File: config.mk
export PLATFORM = sky130hd
export DESIGN_NAME = cmd_dispatch_flat
export DESIGN_NICKNAME = d
export VERILOG_FILES = /design/src/rtl/cmd_dispatch_if.sv /design/src/rtl/cmd_dispatch.sv /design/src/flat_wrapper.sv
export SDC_FILE = /design/constraint.sdc
export NUM_CORES = 1
export LEC_CHECK = 0
export BUFFER_PORTS_ARGS = -buffer_cell sky130_fd_sc_hd__buf_2
export CORE_UTILIZATION = 40
export CTS_CLUSTER_DIAMETER = 150
export DETAILED_ROUTE_END_ITERATION = 8
export PLACE_DENSITY = 0.68
export SLEW_MARGIN = 20
export SYNTH_ARGS = -nofsm -noshare
export SYNTH_HDL_FRONTEND = slang
export SYNTH_SLANG_ARGS = --single-unit
File: constraint.sdc
create_clock -name CLK -period 1.52 [get_ports CLK]
set_clock_uncertainty 0.05 [all_clocks]
set_input_delay 0.304 -clock CLK [delete_from_list [all_inputs] [get_ports CLK]]
set_output_delay 0.304 -clock CLK [all_outputs]
set_load 0.02 [all_outputs]
File: src/rtl/cmd_dispatch_if.sv
// cmd_dispatch_if -- bundle between the key-scan stage / ALU and cmd_dispatch.
//   SRC, DST, ALU_OP, finish : command from key-scan (finish is a level)
//   alu_req, alu_a, alu_b, alu_op, alu_ack, alu_res, alu_flags : ALU handshake
//   RES, FLAGS : registered result for display
//   busy, done, err, ovf : status (done is a pulse, err/ovf are sticky)
// Modports: slave = dispatcher side, master = environment side.
interface cmd_dispatch_if #(
  parameter int OP_W = 4
);
  logic [15:0]     SRC;
  logic [15:0]     DST;
  logic [OP_W-1:0] ALU_OP;
  logic            finish;

  logic            alu_req;
  logic [15:0]     alu_a;
  logic [15:0]     alu_b;
  logic [OP_W-1:0] alu_op;
  logic            alu_ack;
  logic [15:0]     alu_res;
  logic [3:0]      alu_flags;

  logic [15:0]     RES;
  logic [3:0]      FLAGS;
  logic            busy;
  logic            done;
  logic            err;
  logic            ovf;

  modport slave (
    input  SRC, DST, ALU_OP, finish, alu_ack, alu_res, alu_flags,
    output alu_req, alu_a, alu_b, alu_op, RES, FLAGS, busy, done, err, ovf
  );

  modport master (
    output SRC, DST, ALU_OP, finish, alu_ack, alu_res, alu_flags,
    input  alu_req, alu_a, alu_b, alu_op, RES, FLAGS, busy, done, err, ovf
  );
endinterface

File: src/rtl/cmd_dispatch.sv
// cmd_dispatch -- turns key-scan "finish" edges into ALU request/acknowledge
// transactions, with a one-entry pending slot for commands that arrive while
// a transaction is in flight.
//
// Ports:
//   CLK    : system clock, rising edge
//   RESET  : asynchronous active-low reset
//   bus    : cmd_dispatch_if.slave (command in, ALU handshake, result, status)
//
// Parameters:
//   OP_W : opcode width (must match the interface)
//   TMO  : ALU acknowledge timeout in cycles, 1..65535
//
// Build option:
//   CMD_DISPATCH_TIMEOUT_EN : when defined, WAIT gives up after TMO cycles
//   without alu_ack, sets err and still completes through DONE. When not
//   defined, WAIT waits forever and err is tied low.
module cmd_dispatch #(
  parameter int OP_W = 4,
  parameter int TMO  = 255
) (
  input logic         CLK,
  input logic         RESET,
  cmd_dispatch_if.slave bus
);

  if (TMO < 1 || TMO > 65535) begin : g_tmo_chk
    $error("cmd_dispatch: TMO out of range");
  end

  typedef enum logic [1:0] {IDLE, ISSUE, WAIT, DONE} state_t;

  typedef struct packed {
    logic [15:0]     src;
    logic [15:0]     dst;
    logic [OP_W-1:0] op;
  } cmd_t;

  state_t state_q, state_d;

  cmd_t        cmd_in;
  cmd_t        cur_q;
  cmd_t        slot_q;
  logic        slot_full;
  logic        fin_q;
  logic        req_q;
  logic [15:0] res_q;
  logic [3:0]  flags_q;
  logic        ovf_q;

  logic cmd_edge;
  logic busy_w;
  logic load_in;
  logic load_slot;
  logic set_req;
  logic clr_req;
  logic cap_res;
  logic tmo_expired;
  logic slot_push;

  assign cmd_in   = '{src: bus.SRC, dst: bus.DST, op: bus.ALU_OP};
  // A held-high finish gives one edge only.
  assign cmd_edge = bus.finish & ~fin_q;
  assign busy_w   = (state_q != IDLE);

  // ---------------------------------------------------------------------
  // Optional acknowledge timeout
  // ---------------------------------------------------------------------
`ifdef CMD_DISPATCH_TIMEOUT_EN
  logic [15:0] wait_cnt;
  logic        err_q;

  // Counts completed WAIT cycles; restarts every time WAIT is entered.
  always_ff @(posedge CLK or negedge RESET) begin
    if (!RESET)                wait_cnt <= '0;
    else if (state_q != WAIT)  wait_cnt <= '0;
    else                       wait_cnt <= wait_cnt + 16'd1;
  end

  assign tmo_expired = (state_q == WAIT) && (wait_cnt == 16'(TMO - 1));

  always_ff @(posedge CLK or negedge RESET) begin
    if (!RESET)                           err_q <= 1'b0;
    else if (tmo_expired && !bus.alu_ack) err_q <= 1'b1;
  end

  assign bus.err = err_q;
`else
  assign tmo_expired = 1'b0;
  assign bus.err     = 1'b0;
`endif

  // ---------------------------------------------------------------------
  // FSM
  // ---------------------------------------------------------------------
  always_ff @(posedge CLK or negedge RESET) begin
    if (!RESET) state_q <= IDLE;
    else        state_q <= state_d;
  end

  always_comb begin
    state_d   = state_q;
    load_in   = 1'b0;
    load_slot = 1'b0;
    set_req   = 1'b0;
    clr_req   = 1'b0;
    cap_res   = 1'b0;
    case (state_q)
      IDLE: begin
        if (cmd_edge) begin
          load_in = 1'b1;
          state_d = ISSUE;
        end
      end
      ISSUE: begin
        set_req = 1'b1;
        state_d = WAIT;
      end
      WAIT: begin
        if (bus.alu_ack) begin
          cap_res = 1'b1;
          clr_req = 1'b1;
          state_d = DONE;
        end else if (tmo_expired) begin
          clr_req = 1'b1;
          state_d = DONE;
        end
      end
      DONE: begin
        // Pending command goes straight back to ISSUE, skipping IDLE.
        if (slot_full) begin
          load_slot = 1'b1;
          state_d   = ISSUE;
        end else begin
          state_d   = IDLE;
        end
      end
      default: state_d = IDLE;
    endcase
  end

  // ---------------------------------------------------------------------
  // Datapath
  // ---------------------------------------------------------------------
  always_ff @(posedge CLK or negedge RESET) begin
    if (!RESET) fin_q <= 1'b0;
    else        fin_q <= bus.finish;
  end

  // Operands stay put from ISSUE through WAIT; they only reload on entry.
  always_ff @(posedge CLK or negedge RESET) begin
    if (!RESET)         cur_q <= '0;
    else if (load_in)   cur_q <= cmd_in;
    else if (load_slot) cur_q <= slot_q;
  end

  always_ff @(posedge CLK or negedge RESET) begin
    if (!RESET)       req_q <= 1'b0;
    else if (set_req) req_q <= 1'b1;
    else if (clr_req) req_q <= 1'b0;
  end

  always_ff @(posedge CLK or negedge RESET) begin
    if (!RESET) begin
      res_q   <= '0;
      flags_q <= '0;
    end else if (cap_res) begin
      res_q   <= bus.alu_res;
      flags_q <= bus.alu_flags;
    end
  end

  // Pending slot. An edge arriving in the same cycle the slot drains
  // refills it, so only an edge against a slot that stays full overflows.
  assign slot_push = cmd_edge & busy_w;

  always_ff @(posedge CLK or negedge RESET) begin
    if (!RESET) begin
      slot_q    <= '0;
      slot_full <= 1'b0;
    end else if (slot_push && (!slot_full || load_slot)) begin
      slot_q    <= cmd_in;
      slot_full <= 1'b1;
    end else if (load_slot) begin
      slot_full <= 1'b0;
    end
  end

  always_ff @(posedge CLK or negedge RESET) begin
    if (!RESET)                               ovf_q <= 1'b0;
    else if (slot_push && slot_full && !load_slot) ovf_q <= 1'b1;
  end

  // ---------------------------------------------------------------------
  // Outputs
  // ---------------------------------------------------------------------
  assign bus.alu_req = req_q;
  assign bus.alu_a   = cur_q.src;
  assign bus.alu_b   = cur_q.dst;
  assign bus.alu_op  = cur_q.op;
  assign bus.RES     = res_q;
  assign bus.FLAGS   = flags_q;
  assign bus.busy    = busy_w;
  assign bus.done    = (state_q == DONE);
  assign bus.ovf     = ovf_q;

endmodule

File: src/flat_wrapper.sv
// flat-port wrapper written by rule: the top's interface ports become plain ports
module cmd_dispatch_flat 
#(
  parameter int OP_W = 4,
  parameter int TMO  = 255
)
  (CLK, RESET, bus_SRC, bus_DST, bus_ALU_OP, bus_finish, bus_alu_ack, bus_alu_res, bus_alu_flags, bus_alu_req, bus_alu_a, bus_alu_b, bus_alu_op, bus_RES, bus_FLAGS, bus_busy, bus_done, bus_err, bus_ovf);
  cmd_dispatch_if #(.OP_W(OP_W)) bus_i ();
  input logic CLK;
  input logic RESET;
  input wire logic [$bits(bus_i.SRC)-1:0] bus_SRC;
  input wire logic [$bits(bus_i.DST)-1:0] bus_DST;
  input wire logic [$bits(bus_i.ALU_OP)-1:0] bus_ALU_OP;
  input wire logic [$bits(bus_i.finish)-1:0] bus_finish;
  input wire logic [$bits(bus_i.alu_ack)-1:0] bus_alu_ack;
  input wire logic [$bits(bus_i.alu_res)-1:0] bus_alu_res;
  input wire logic [$bits(bus_i.alu_flags)-1:0] bus_alu_flags;
  output wire logic [$bits(bus_i.alu_req)-1:0] bus_alu_req;
  output wire logic [$bits(bus_i.alu_a)-1:0] bus_alu_a;
  output wire logic [$bits(bus_i.alu_b)-1:0] bus_alu_b;
  output wire logic [$bits(bus_i.alu_op)-1:0] bus_alu_op;
  output wire logic [$bits(bus_i.RES)-1:0] bus_RES;
  output wire logic [$bits(bus_i.FLAGS)-1:0] bus_FLAGS;
  output wire logic [$bits(bus_i.busy)-1:0] bus_busy;
  output wire logic [$bits(bus_i.done)-1:0] bus_done;
  output wire logic [$bits(bus_i.err)-1:0] bus_err;
  output wire logic [$bits(bus_i.ovf)-1:0] bus_ovf;
  assign bus_i.SRC = bus_SRC;
  assign bus_i.DST = bus_DST;
  assign bus_i.ALU_OP = bus_ALU_OP;
  assign bus_i.finish = bus_finish;
  assign bus_i.alu_ack = bus_alu_ack;
  assign bus_i.alu_res = bus_alu_res;
  assign bus_i.alu_flags = bus_alu_flags;
  assign bus_alu_req = bus_i.alu_req;
  assign bus_alu_a = bus_i.alu_a;
  assign bus_alu_b = bus_i.alu_b;
  assign bus_alu_op = bus_i.alu_op;
  assign bus_RES = bus_i.RES;
  assign bus_FLAGS = bus_i.FLAGS;
  assign bus_busy = bus_i.busy;
  assign bus_done = bus_i.done;
  assign bus_err = bus_i.err;
  assign bus_ovf = bus_i.ovf;
  cmd_dispatch #(.OP_W(OP_W), .TMO(TMO)) u_core (.CLK(CLK), .RESET(RESET), .bus(bus_i));
endmodule
# Word level (Yosys, flattened, before mapping)
# Index checks and enable logic that the tools add are counted.
# W data, S select, Z words.
[totals]
out_inout_bits = 61
ff_bits = 98
[classes]
bitwise = 3
eq_ne = 5
mux = 17
n_reduce_logical = 12
[ops]
columns = ["op", "n"]
rows = [
  ["$mux W36", 2],
  ["$mux W1", 12],
  ["$pmux W2 S4", 1],
  ["$reduce_bool A2 Y1", 4],
  ["$eq A2 B2 Y1 const B", 2],
  ["$mux W2", 2],
  ["$logic_and A1 B1 Y1", 3],
  ["$and A1 B1 Y1", 2],
  ["$eq A2 B1 Y1 const B", 1],
  ["$logic_not A1 Y1", 2],
  ["$logic_not A2 Y1", 1],
  ["$ne A2 B1 Y1 const B", 1],
  ["$ne A2 B2 Y1 const B", 1],
  ["$reduce_and A2 Y1", 1],
  ["$logic_or A1 B1 Y1", 1],
  ["$not A1 Y1", 1],
]

# Longest topological paths before layout
# Gate-level depths: netlist of the first run.
[depth]
word_depth = 5
depth_mapped = 7
ltp_nobuf = 5

# Least setup slack after synthesis of the first run
# No wires, ideal clock.
[synth_path]
path_kind = "reg-to-reg"
startpoint = "register u_core.state_q[0]"
endpoint = "register u_core.slot_q[0] (netlist name)"
stages_incl_launch_ff = 7
required_ps = 1345
n_path_buf = 2
path_slack_ps = -268
setup_time_ps = 125
arrival_ps = 1613
path_cell_list = "dfrtp_1 ha_1 nand2b_1 nand3b_1 buf_4 buf_6 mux2_4"
[synth_via]
elab_chain_len = 4
[synth_lines]
columns = ["item", "line_no", "text"]
rows = [
  ["from (decl)", "cmd_dispatch.sv:39", "state_t state_q, state_d;"],
  ["from (signal assigned)", "cmd_dispatch.sv:98", "else state_q <= state_d;"],
  ["$eq A2 B2 Y1", "n/a", ""],
  ["named net bus_done", "flat_wrapper.sv:25", "output wire logic [$bits(bus_i.done)-1:0] bus_done;"],
  ["$mux W1", "cmd_dispatch.sv:108", "case (state_q)"],
  ["$logic_or A1 B1 Y1", "cmd_dispatch.sv:181", "end else if (slot_push && (!slot_full || load_slot)) begin"],
  ["$logic_and A1 B1 Y1", "cmd_dispatch.sv:181", ""],
  ["to (signal assigned)", "cmd_dispatch.sv:182", "slot_q <= cmd_in;"],
  ["to (decl)", "cmd_dispatch.sv:43", "cmd_t slot_q;"],
]
# The timed path passes the listed nets, and every way through them passes these cells.
# A chain may end at the register's enable or synchronous reset.

# Worst setup path in the final report of the first run
[layout_path]
startpoint = "register u_core.state_q[0]"
endpoint = "register u_core.slot_q[14] (netlist name)"
[layout_via]
elab_chain_len = 4
[layout_lines]
columns = ["item", "line_no"]
rows = [
  ["$eq A2 B2 Y1", "cmd_dispatch.sv:108"],
  ["$mux W1", "cmd_dispatch.sv:108"],
  ["$logic_or A1 B1 Y1", "cmd_dispatch.sv:181"],
  ["$logic_and A1 B1 Y1 *", "cmd_dispatch.sv:181"],
]
# Every way passes the cells marked *; elsewhere a longest branch is shown, timed or not.

==> metrics, run 1 <==
Die Area 10,830 um2; critical path class flip-flop to flip-flop; CTS tree done; Worst setup EP type flip-flop; Compound-Gate Fraction of Synth Area 0.05317; Clock Latency Late Sink approximately 0.35 ns; violated checks setup timing; Reg-to-Reg End u_core.slot_q[14]$_DFFE_PN0P_; post-synthesis sequential area ratio 0.5888; Worst VDD drop approximately 1.1 mV; Final Max Slew Viols 0; largest family of logic cells by synthesized area multiplexers; Hold Path Cell Cnt 1; drt via density 5.060; Layout area overhead 53.02%; first-pass GRT wire length 16.61 mm; drt drc 0; adder-cell area share of the yosys netlist 0.01502; worst path arrival time around 1.9 ns; mux cell area share after synthesis 0.2676; Critical Path Start Type flip-flop; Worst R2R Start u_core.state_q[0]$_DFFE_PN0P_; initial antenna violation count 0; fraction of layout cells with a size suffix above 1 0.6645; Total Routing Usage GR 0.1964; GR Overflow Total 0; worst reg-to-reg path cell count 6; Max Cap Violations 0; I/O pin count approximately 120; total CTS buffers 9; Ys Warns 0; placed cells 557; storage element area ~2500 um2; GPL Wtd Cong 0.6983; largest net degree at the start of global routing 33; Routed Wire Length 11.16 mm; port bufs 119; RSZ-0062 raised after global routing true; Die X 104.0 um; post-layout min period 1.704 ns; crit path max fanout 6; Req. time, crit path 1.72 ns; Max H-tree Level 3; leakage 0.003239 uW; remaining antenna violation count after routing 0; Cell Rows 36; CTS Sinks 98; reg2reg setup slack -0.18 ns; share of the clock period used by the worst path 1.121; Post-Synth XOR/XNOR Area 0; number of global-route vias before repair between 3,000 and 4,000; hold endpoint u_core.fin_q$_DFF_PN0_; Reg clk slew, reported paths 0.09 ns; Setup TNS Final -7.651 ns; Cell variety after synth 24; WL/cell 18.56 um; setup slack after layout -0.1842 ns; Synth Instances a little over 300; Place WS -0.1700 ns; Syn Nets 370; fmax 586.8 MHz; status finished with violations; HP Start bus_finish; Root Driver clkbuf_8; fill count 750; Fin. Hold Viols 0; clock buffer depth 2; power per cell area between 2000 and 2500 nW/um2; via count slightly above 3,000; FF+latch count, synth 98; worst hold path type input port to flip-flop; Initial Util 0.4184; area of the multi-input gates around 2100 um2; Setup Viol. Count Final just over 90; die height 104.0 um; # diodes 0; DRT Pass-1 Iters 4; core area around 10000 um2; DP HPWL 5.731 mm; Total Nets Final 528; Final Non-Filler Cells around 600; DRT iter0 DRCs a little over 100; synthesized cell area 4165 um2; Mapped Avg Cell Area 13.66 um2; Simple-Gate Fraction of Synth Area 0.04566
cell usage in the layout, fill, tap and decap left out, types with 2 or more instances in the layout:
cell,synthesis,routed
a21oi_1,37,11
a21oi_2,0,25
buf_12,0,9
buf_16,0,10
buf_2,6,116
buf_4,2,16
buf_6,3,5
bufinv_16,0,2
clkbuf_1,7,2
clkbuf_16,0,6
clkbuf_8,0,9
clkinv_2,0,2
dfrtp_1,98,98
ha_1,5,2
ha_4,0,3
inv_2,0,3
mux2_4,30,56
mux2i_1,36,28
mux2i_2,0,6
mux2i_4,0,2
nand2b_4,1,2
nand3b_1,2,2
nor2_1,36,5
nor2_2,0,8
nor2_4,0,23
cell families (layout without fill, tap and decap cells):
family	Yosys count	count (layout)
and+or+nand+nor	44	44
muxes	93	93
adders and majority gates	5	5
DFF	98	98
other	1	1
AOI/OAI and AO/OA	42	42
buffers and inverters	22	185
power by group:
group | switching [uW] | total, uW | internal, uW
registers | 836 | 4780 | 3940
logic | 3300 | 7230 | 3930
clock network | 887 | 1810 | 927
total | 5030 | 13800 | 8800
how the worst max path moves through the flow:
stage / startpoint / endpoint / slack, ns / cells after the start
after detailed placement: u_core.state_q[1]$_DFFE_PN0P_ / u_core.slot_q[19]$_DFFE_PN0P_ / -0.17 / 5
after global routing: u_core.state_q[0]$_DFFE_PN0P_ / u_core.slot_q[33]$_DFFE_PN0P_ / -0.22 / 6
after global placement: u_core.state_q[1]$_DFFE_PN0P_ / u_core.slot_q[3]$_DFFE_PN0P_ / -0.12 / 5
after floorplan: u_core.state_q[1]$_DFFE_PN0P_ / u_core.slot_q[0]$_DFFE_PN0P_ / -0.11 / 6
final: u_core.state_q[0]$_DFFE_PN0P_ / u_core.slot_q[14]$_DFFE_PN0P_ / -0.18 / 6
after CTS: u_core.state_q[1]$_DFFE_PN0P_ / u_core.slot_q[31]$_DFFE_PN0P_ / -0.16 / 6
routing by layer:
metal  vias to the layer above  routed length, um  track usage
met5                         -                  0            0
met1                      1553               4923       0.2626
met2                       101               5606       0.3233
met3                         9                543      0.05201
li1                       1378                  -            -
met4                         0                 85      0.03673
cell usage after synthesis:
cell | n | area [um2]
dfrtp_1 | 98 | 2452
a21oi_1 | 37 | 185.2
mux2i_1 | 36 | 360.4
nor2_1 | 36 | 135.1
mux2_4 | 30 | 450.4
mux2_2 | 27 | 304.0
clkbuf_1 | 7 | 26.28
buf_2 | 6 | 30.03
ha_1 | 5 | 62.56
inv_1 | 4 | 15.01
buf_6 | 3 | 33.78
buf_4 | 2 | 15.01
nand2_1 | 2 | 7.510
nand3b_1 | 2 | 15.01
a211oi_1 | 1 | 7.510
a21o_1 | 1 | 7.510
a2bb2oi_1 | 1 | 8.760
conb_1 | 1 | 3.750
nand2_2 | 1 | 6.260
nand2b_1 | 1 | 6.260
nand2b_4 | 1 | 13.76
nor2b_1 | 1 | 6.260
o21ai_0 | 1 | 5.000
o31ai_1 | 1 | 7.510
layout make-up:
type | count | area share
Clock buffer | 11 | 0.02061
Timing Repair Buffer | 165 | 0.2228
Multi-Input combinational cell | 185 | 0.3310
Sequential cell | 98 | 0.3848
Inverter | 4 | 0.002356
Clock inverter | 5 | 0.01237
Tap cell | 133 | 0.02611
sequential cells by signal, summed over array words and instances, names as in the netlist:
| register | cells |
|---|---|
| u_core.bus.alu_b | 16 |
| u_core.bus.alu_op | 4 |
| u_core.bus.ovf | 1 |
| u_core.fin_q | 1 |
| u_core.bus.FLAGS | 4 |
| u_core.slot_q | 36 |
| u_core.bus.RES | 16 |
| u_core.slot_full | 1 |
| u_core.bus.alu_a | 16 |
| u_core.state_q | 2 |
| u_core.bus.alu_req | 1 |
worst max-delay path: stages, from the launching register on:
cell and delay (ns):
dfrtp_1 0.44, ha_4 0.18, nand2b_4 0.13, nand3b_1 0.13, buf_6 0.18, clkbuf_16 0.18, mux2_4 0.29
per-stage QoR:
stage / power, uW / utilization / hold slack (ns) / cell area [um2]
after floorplan: 8350 / - / -0.04159 / 4220
after global placement: 9841 / 0.5091 / 0.1640 / 5067
after detailed placement: 10020 / 0.5091 / 0.1690 / 5067
after CTS: 13190 / 0.5955 / 0.05285 / 5928
after global routing: 14530 / 0.6403 / 0.04690 / 6374
final: 13830 / 0.6403 / 0.07406 / 6374
what timing repair did:
item,4_1_cts,5_1_grt
buffers inserted,8,2
cloned,11,7
hold endpoints to repair,19,0
gates resized for setup,74,78
endpoints found under the setup margin,94,96
hold buffers,1,0
pin swaps,4,5
(Power assumes the default switching activity.)
==> run 2, diff against run 1 <==
--- a/config.mk
+++ b/config.mk
@@ -9,7 +9,7 @@
 export CORE_UTILIZATION = 40
 export CTS_CLUSTER_DIAMETER = 150
 export DETAILED_ROUTE_END_ITERATION = 8
-export PLACE_DENSITY = 0.68
+export PLACE_DENSITY = 0.65
 export SLEW_MARGIN = 20
 export SYNTH_ARGS = -nofsm -noshare
 export SYNTH_HDL_FRONTEND = slang
==> constraint.sdc (replaced) <==
create_clock -name CLK -period 1.6 [get_ports CLK]
set_clock_uncertainty 0.05 [all_clocks]
set_input_delay 0.08 -clock CLK [delete_from_list [all_inputs] [get_ports CLK]]
set_output_delay 0.08 -clock CLK [all_outputs]
set_load 0.02 [all_outputs]
==> metrics, run 2 (same netlist as run 1, synthesis figures left out) <==
setup slack after layout -0.08810 ns (+0.09611 ns); share of the clock period used by the worst path 1.055 (-0.06613); total CTS buffers 9 (unchanged); Die Area 10,830 um2 (unchanged); drt via density 4.833 (-4.5%); Final Max Slew Viols 0 (unchanged); CP max stage cell dfrtp_1; crit path max fanout 9 (+3); post-layout min period 1.688 ns (-0.01611 ns); Routed Wire Length 10.85 mm (-2.8%); Max Cap Violations 0 (unchanged); Critical Path Start Type flip-flop; status finished with violations; area of the multi-input gates 1689 um2 (-20%); fraction of layout cells with a size suffix above 1 0.4795 (-0.1850); power per cell area 1888 nW/um2 (-13%); GR Overflow Total 0 (unchanged); placed cells 555 (-0.36%); Layout area overhead 48.48%; commonest non-fill, non-tap cells in the layout buf_2 (118), dfrtp_1 (98), dlygate4sd3_1 (58), mux2_4 (37), mux2i_1 (36); RSZ-0062 raised after global routing true; DRT iter0 DRCs 113 (+12%); Worst R2R Start u_core.state_q[1]$_DFFE_PN0P_; DP HPWL 5.719 mm (-0.21%); crit-path cells ha_4, nand2b_4, nand3b_1, buf_4, buf_16, mux2_4; Max H-tree Level 3 (unchanged); WL/cell 16.79 um (-9.6%); Worst VDD drop 0.9545 mV (-13%); remaining antenna violation count after routing 0 (unchanged); GPL Wtd Cong 0.7362 (+5.4%); hold slack 0.1345 ns (+0.06044 ns); largest register by flop count u_core.slot_q; CTS tree done; clock buffer depth 2 (unchanged); worst reg-to-reg path cell count 6 (unchanged); Die X 104.0 um (unchanged); Total Nets Final 573 (+8.5%); drt drc 0 (unchanged); Area after DPL 5040 um2 (-0.54%); core area 9955 um2 (unchanged); via count 3,122 (+2.7%); number of global-route vias before repair 3,240 (+4.4%); storage element area 2452 um2 (unchanged); fmax 592.4 MHz (+0.95%); Power Total 11,680 uW (-16%); Worst setup EP type flip-flop; largest net degree at the start of global routing 73 (+120%); # diodes 0 (unchanged); worst path arrival time 1.90 ns (about the same); port bufs 119 (unchanged); Place WS -0.1133 ns (+0.05666 ns); Total Routing Usage GR 0.1863 (-0.01003); Root Driver clkbuf_8; die height 104.0 um (unchanged); DRT Pass-1 Iters 4 (unchanged); Largest register FFs 36 (unchanged); first-pass GRT wire length 15.86 mm (-4.5%); fill count 775 (+3.3%); Setup Viol. Count Final 40 (-57%); slowest stage delay, CP 0.44 ns (about the same); commonest non-fill, non-tap cell in the layout buf_2; Initial Util 0.4184 (unchanged); leakage 0.003205 uW (-1.1%); Clock Latency Late Sink 0.37 ns (+0.02 ns); Req. time, crit path 1.82 ns (+0.10 ns); CTS Sinks 98 (unchanged); Cell Rows 36 (unchanged); Final Non-Filler Cells 646 (+7.5%); Reg clk slew, reported paths 0.10 ns (about the same); initial antenna violation count 0 (unchanged); final instance area 6185 um2 (-3.0%); Fin. Hold Viols 0 (unchanged); HP Start bus_alu_ack; Hold Path Cell Cnt 4 (+3); violated checks setup timing; critical path class flip-flop to flip-flop; I/O pin count 121 (unchanged); worst hold path type input port to flip-flop; start point of the critical path u_core.state_q[1]$_DFFE_PN0P_
run 2: cell types whose count changed in the layout (fill, tap and decap cells not counted), moves of 19 or more:
cell and change:
a21oi_1 +22, nor2_1 +24, mux2_2 +19, mux2_4 -19, nor2_4 -23, a21oi_2 -21
dlygate4sd3_1 +57
run 2: what timing repair did:
action                                  4_1_cts  5_1_grt
hold buffers                                 58        0
buffers inserted                              2        3
endpoints found under the setup margin       38       93
resized for setup                             6       28
hold endpoints to repair                    127        0
cloned                                        3        9
pin swaps                                     1        0
run 2: path summary, 6_finish.rpt:
check	end	slack, ns
setup / recovery	u_core.slot_q[13]$_DFFE_PN0P_	-0.09
hold reg to reg	u_core.bus.ovf$_DFFE_PN0P_	0.43
min in group asynchronous	u_core.slot_q[32]$_DFFE_PN0P_	0.15
hold / removal	u_core.state_q[0]$_DFFE_PN0P_	0.13
max in group asynchronous	u_core.slot_q[11]$_DFFE_PN0P_	0.71
setup reg to reg	u_core.slot_q[13]$_DFFE_PN0P_	-0.09
run 2: cell type report:
type                            instances  area share
Clock buffer                            9     0.02003
Clock inverter                          7    0.009306
Timing Repair Buffer                  210      0.2717
Inverter                                4    0.002428
Sequential cell                        98      0.3965
Tap cell                              133     0.02691
Multi-Input combinational cell        185      0.2731
run 2: layer usage:
metal / share of wire / global-route usage / up-vias / wire length, um
met5: 0 / 0 / - / 0
met4: 0.018 / 0.05510 / 0 / 198
met3: 0.059 / 0.04637 / 14 / 640
met2: 0.50 / 0.3119 / 111 / 5376
met1: 0.43 / 0.2384 / 1528 / 4630
li1: - / - / 1469 / -
run 2: per-stage QoR:
| step | setup TNS [ns] | util |
|---|---|---|
| 6_report | -2.145 | 0.6213 |
| 3_5_place_dp | -2.557 | 0.5063 |
| 4_1_cts | -1.726 | 0.5935 |
| 5_1_grt | -6.594 | 0.6213 |
| 2_1_floorplan | -0.7790 | - |
| 3_3_place_gp | -1.542 | 0.5063 |
run 2: where the power goes:
| part | internal, uW | switching, uW | leakage [uW] |
|---|---|---|---|
| Sequential | 3740 | 710 | 0.00114 |
| Clock | 587 | 928 | 0.0000833 |
| Combinational | 2960 | 2750 | 0.00198 |
run 2: critical path: cells and delay by family, from the launching register on:
family / cells / cell delay, ns
buffers and inverters: 2 / 0.36
adder cells (fa/ha/maj): 1 / 0.18
flip-flops: 1 / 0.44
multiplexers: 1 / 0.30
AND/OR/NAND/NOR: 2 / 0.25
==> run 3, diff against run 2 <==
==> constraint.sdc (replaced) <==
create_clock -name CLK -period 1.8 [get_ports CLK]
set_clock_uncertainty 0.05 [all_clocks]
set_input_delay 0.09 -clock CLK [delete_from_list [all_inputs] [get_ports CLK]]
set_output_delay 0.09 -clock CLK [all_outputs]
set_load 0.02 [all_outputs]
==> metrics, run 3 (same netlist as run 1, synthesis figures left out) <==
Fin. Hold Viols 0 (unchanged); reg2reg setup slack 0.05 ns (+0.14 ns); drt drc 0 (unchanged); Root Driver clkbuf_8; drt via density 4.762 (-1.5%); commonest non-fill, non-tap cells in the layout buf_2 (118), dfrtp_1 (98), dlygate4sd3_1 (58), a21oi_1 (37); Reg clk slew, reported paths 0.09 ns (about the same); fraction of layout cells with a size suffix above 1 0.4219 (-0.05763); port bufs 119 (unchanged); Area after DPL 4955 um2 (-1.7%); WL/cell 14.97 um (-11%); largest net degree at the start of global routing 73 (unchanged); slowest stage delay, CP 0.43 ns (about the same); storage element area 2452 um2 (unchanged); GPL Wtd Cong 0.7051 (-4.2%); CP delay by family, top flip-flops; first-pass GRT wire length 15.34 mm (-3.3%); CTS Sinks 98 (unchanged); worst hold path type input port to flip-flop; total CTS buffers 9 (unchanged); crit path max fanout 5 (-4); power per cell area 1682 nW/um2 (-11%); Max H-tree Level 3 (unchanged); Worst VDD drop 0.8860 mV (-7.2%); Total Nets Final 553 (-3.5%); status finished clean; Total Routing Usage GR 0.1784 (-0.007906); final instance area 5776 um2 (-6.6%); fill count 837 (+8.0%); Worst setup EP type flip-flop; Die Area 10,830 um2 (unchanged); area of the multi-input gates 1605 um2 (-5.0%); Worst-Margin Slew between 0.5 and 0.6 ns; Max-Slew Margin vs Limit 0.6369; share of the clock period used by the worst path 0.9718 (-0.08322); Setup Viol. Count Final 0 (-100%); Max Cap Violations 0 (unchanged); GR Overflow Total 0 (unchanged); leakage 0.002995 uW (-6.5%); DRT Pass-1 Iters 4 (unchanged); Req. time, crit path 1.99 ns (+0.17 ns); I/O pin count 121 (unchanged); Critical Path Start Type flip-flop; Initial Util 0.4184 (unchanged); Final Max Slew Viols 0 (unchanged); commonest non-fill, non-tap cell in the layout buf_2; remaining antenna violation count after routing 0 (unchanged); DP HPWL 5.589 mm (-2.3%); hold slack 0.1382 ns (+0.003728 ns); Routed Wire Length 9.371 mm (-14%); largest register by flop count u_core.slot_q; # diodes 0 (unchanged); DRT iter0 DRCs 96 (-15%); Clock Latency Late Sink 0.36 ns (about the same); CTS tree done; post-layout min period 1.749 ns (+0.06121 ns); Largest register FFs 36 (unchanged); Layout area overhead 38.66%; clock buffer depth 2 (unchanged); die height 104.0 um (unchanged); critical path class flip-flop to flip-flop; core area 9955 um2 (unchanged); CP max stage cell dfrtp_1; fmax 571.7 MHz (-3.5%); initial antenna violation count 0 (unchanged); Die X 104.0 um (unchanged); number of global-route vias before repair 3,240 (unchanged); Cell Rows 36 (unchanged); crit-path cells ha_2, nand2b_4, nand3b_1, buf_6, buf_4, mux2_4; worst path arrival time 1.94 ns (+0.04 ns); via count 2,981 (-4.5%); WP buf/inv 2 (unchanged)
run 3: cell types whose count changed in the layout (fill, tap and decap cells not counted), moves of 4 or more:
cell / change
mux2_4: -7
inv_6: -4
buf_4: -10
mux2_2: +7
clkbuf_1: +4
a21oi_1: +4
clkbuf_16: -4
nor2_2: -7
nor2_1: +7
a21oi_2: -4
run 3: power breakdown:
group,total (uW),internal (uW),leakage (uW),switching (uW)
logic,4510,2250,0.00177,2270
registers,3950,3330,0.00114,617
clock network,1260,542,0.0000807,718
run 3: worst register-to-register path, stage by stage (launching register included):
cell	delay, ns
dfrtp_1	0.43
ha_2	0.21
nand2b_4	0.14
nand3b_1	0.16
buf_6	0.17
buf_4	0.17
mux2_4	0.30
run 3: final cells by class:
class	count	area share
clock buffer	14	0.02643
clock inverter	2	0.002166
inverter	4	0.002600
multi-input combinational	185	0.2779
sequential	98	0.4246
tap	133	0.02881
timing repair buffer	190	0.2374
run 3: through the flow:
| stage | util | std cells | setup WS [ns] | total power (uW) | TNS, ns |
|---|---|---|---|---|---|
| floorplan | - | 305 | 0.01226 | 6936 | 0 |
| global placement | 0.4977 | 548 | 0.08491 | 8127 | 0 |
| detailed placement | 0.4977 | 548 | 0.03368 | 8287 | 0 |
| CTS | 0.5727 | 622 | 0.007549 | 9673 | 0 |
| global route | 0.5802 | 626 | -0.02226 | 10350 | -0.07603 |
| finish | 0.5802 | 626 | 0.05069 | 9717 | 0 |
run 3: what timing repair did:
item	CTS	global route
hold buffers	58	0
setup endpoints to repair	0	33
buffers inserted	0	1
hold endpoints to repair	134	0
resized for setup	0	10
run 3: path summary, 6_finish.rpt:
kind	from	to	depth (start not counted)
max	u_core.state_q[1]$_DFFE_PN0P_	u_core.slot_q[8]$_DFFE_PN0P_	6
min	bus_alu_ack	u_core.state_q[0]$_DFFE_PN0P_	4
max reg2reg	u_core.state_q[1]$_DFFE_PN0P_	u_core.slot_q[8]$_DFFE_PN0P_	6
min reg2reg	u_core.bus.ovf$_DFFE_PN0P_	u_core.bus.ovf$_DFFE_PN0P_	2
max in group asynchronous	RESET	u_core.bus.alu_b[3]$_DFFE_PN0P_	3
min in group asynchronous	RESET	u_core.slot_q[33]$_DFFE_PN0P_	2
run 3: routing by layer:
layer / track usage / routed length [um] / vias to the layer above
met3: 0.05514 / 544 / 11
met2: 0.2952 / 4379 / 92
li1: - / - / 1420
met1: 0.2192 / 4298 / 1458
met5: 0 / 0 / -
met4: 0.06531 / 148 / 0
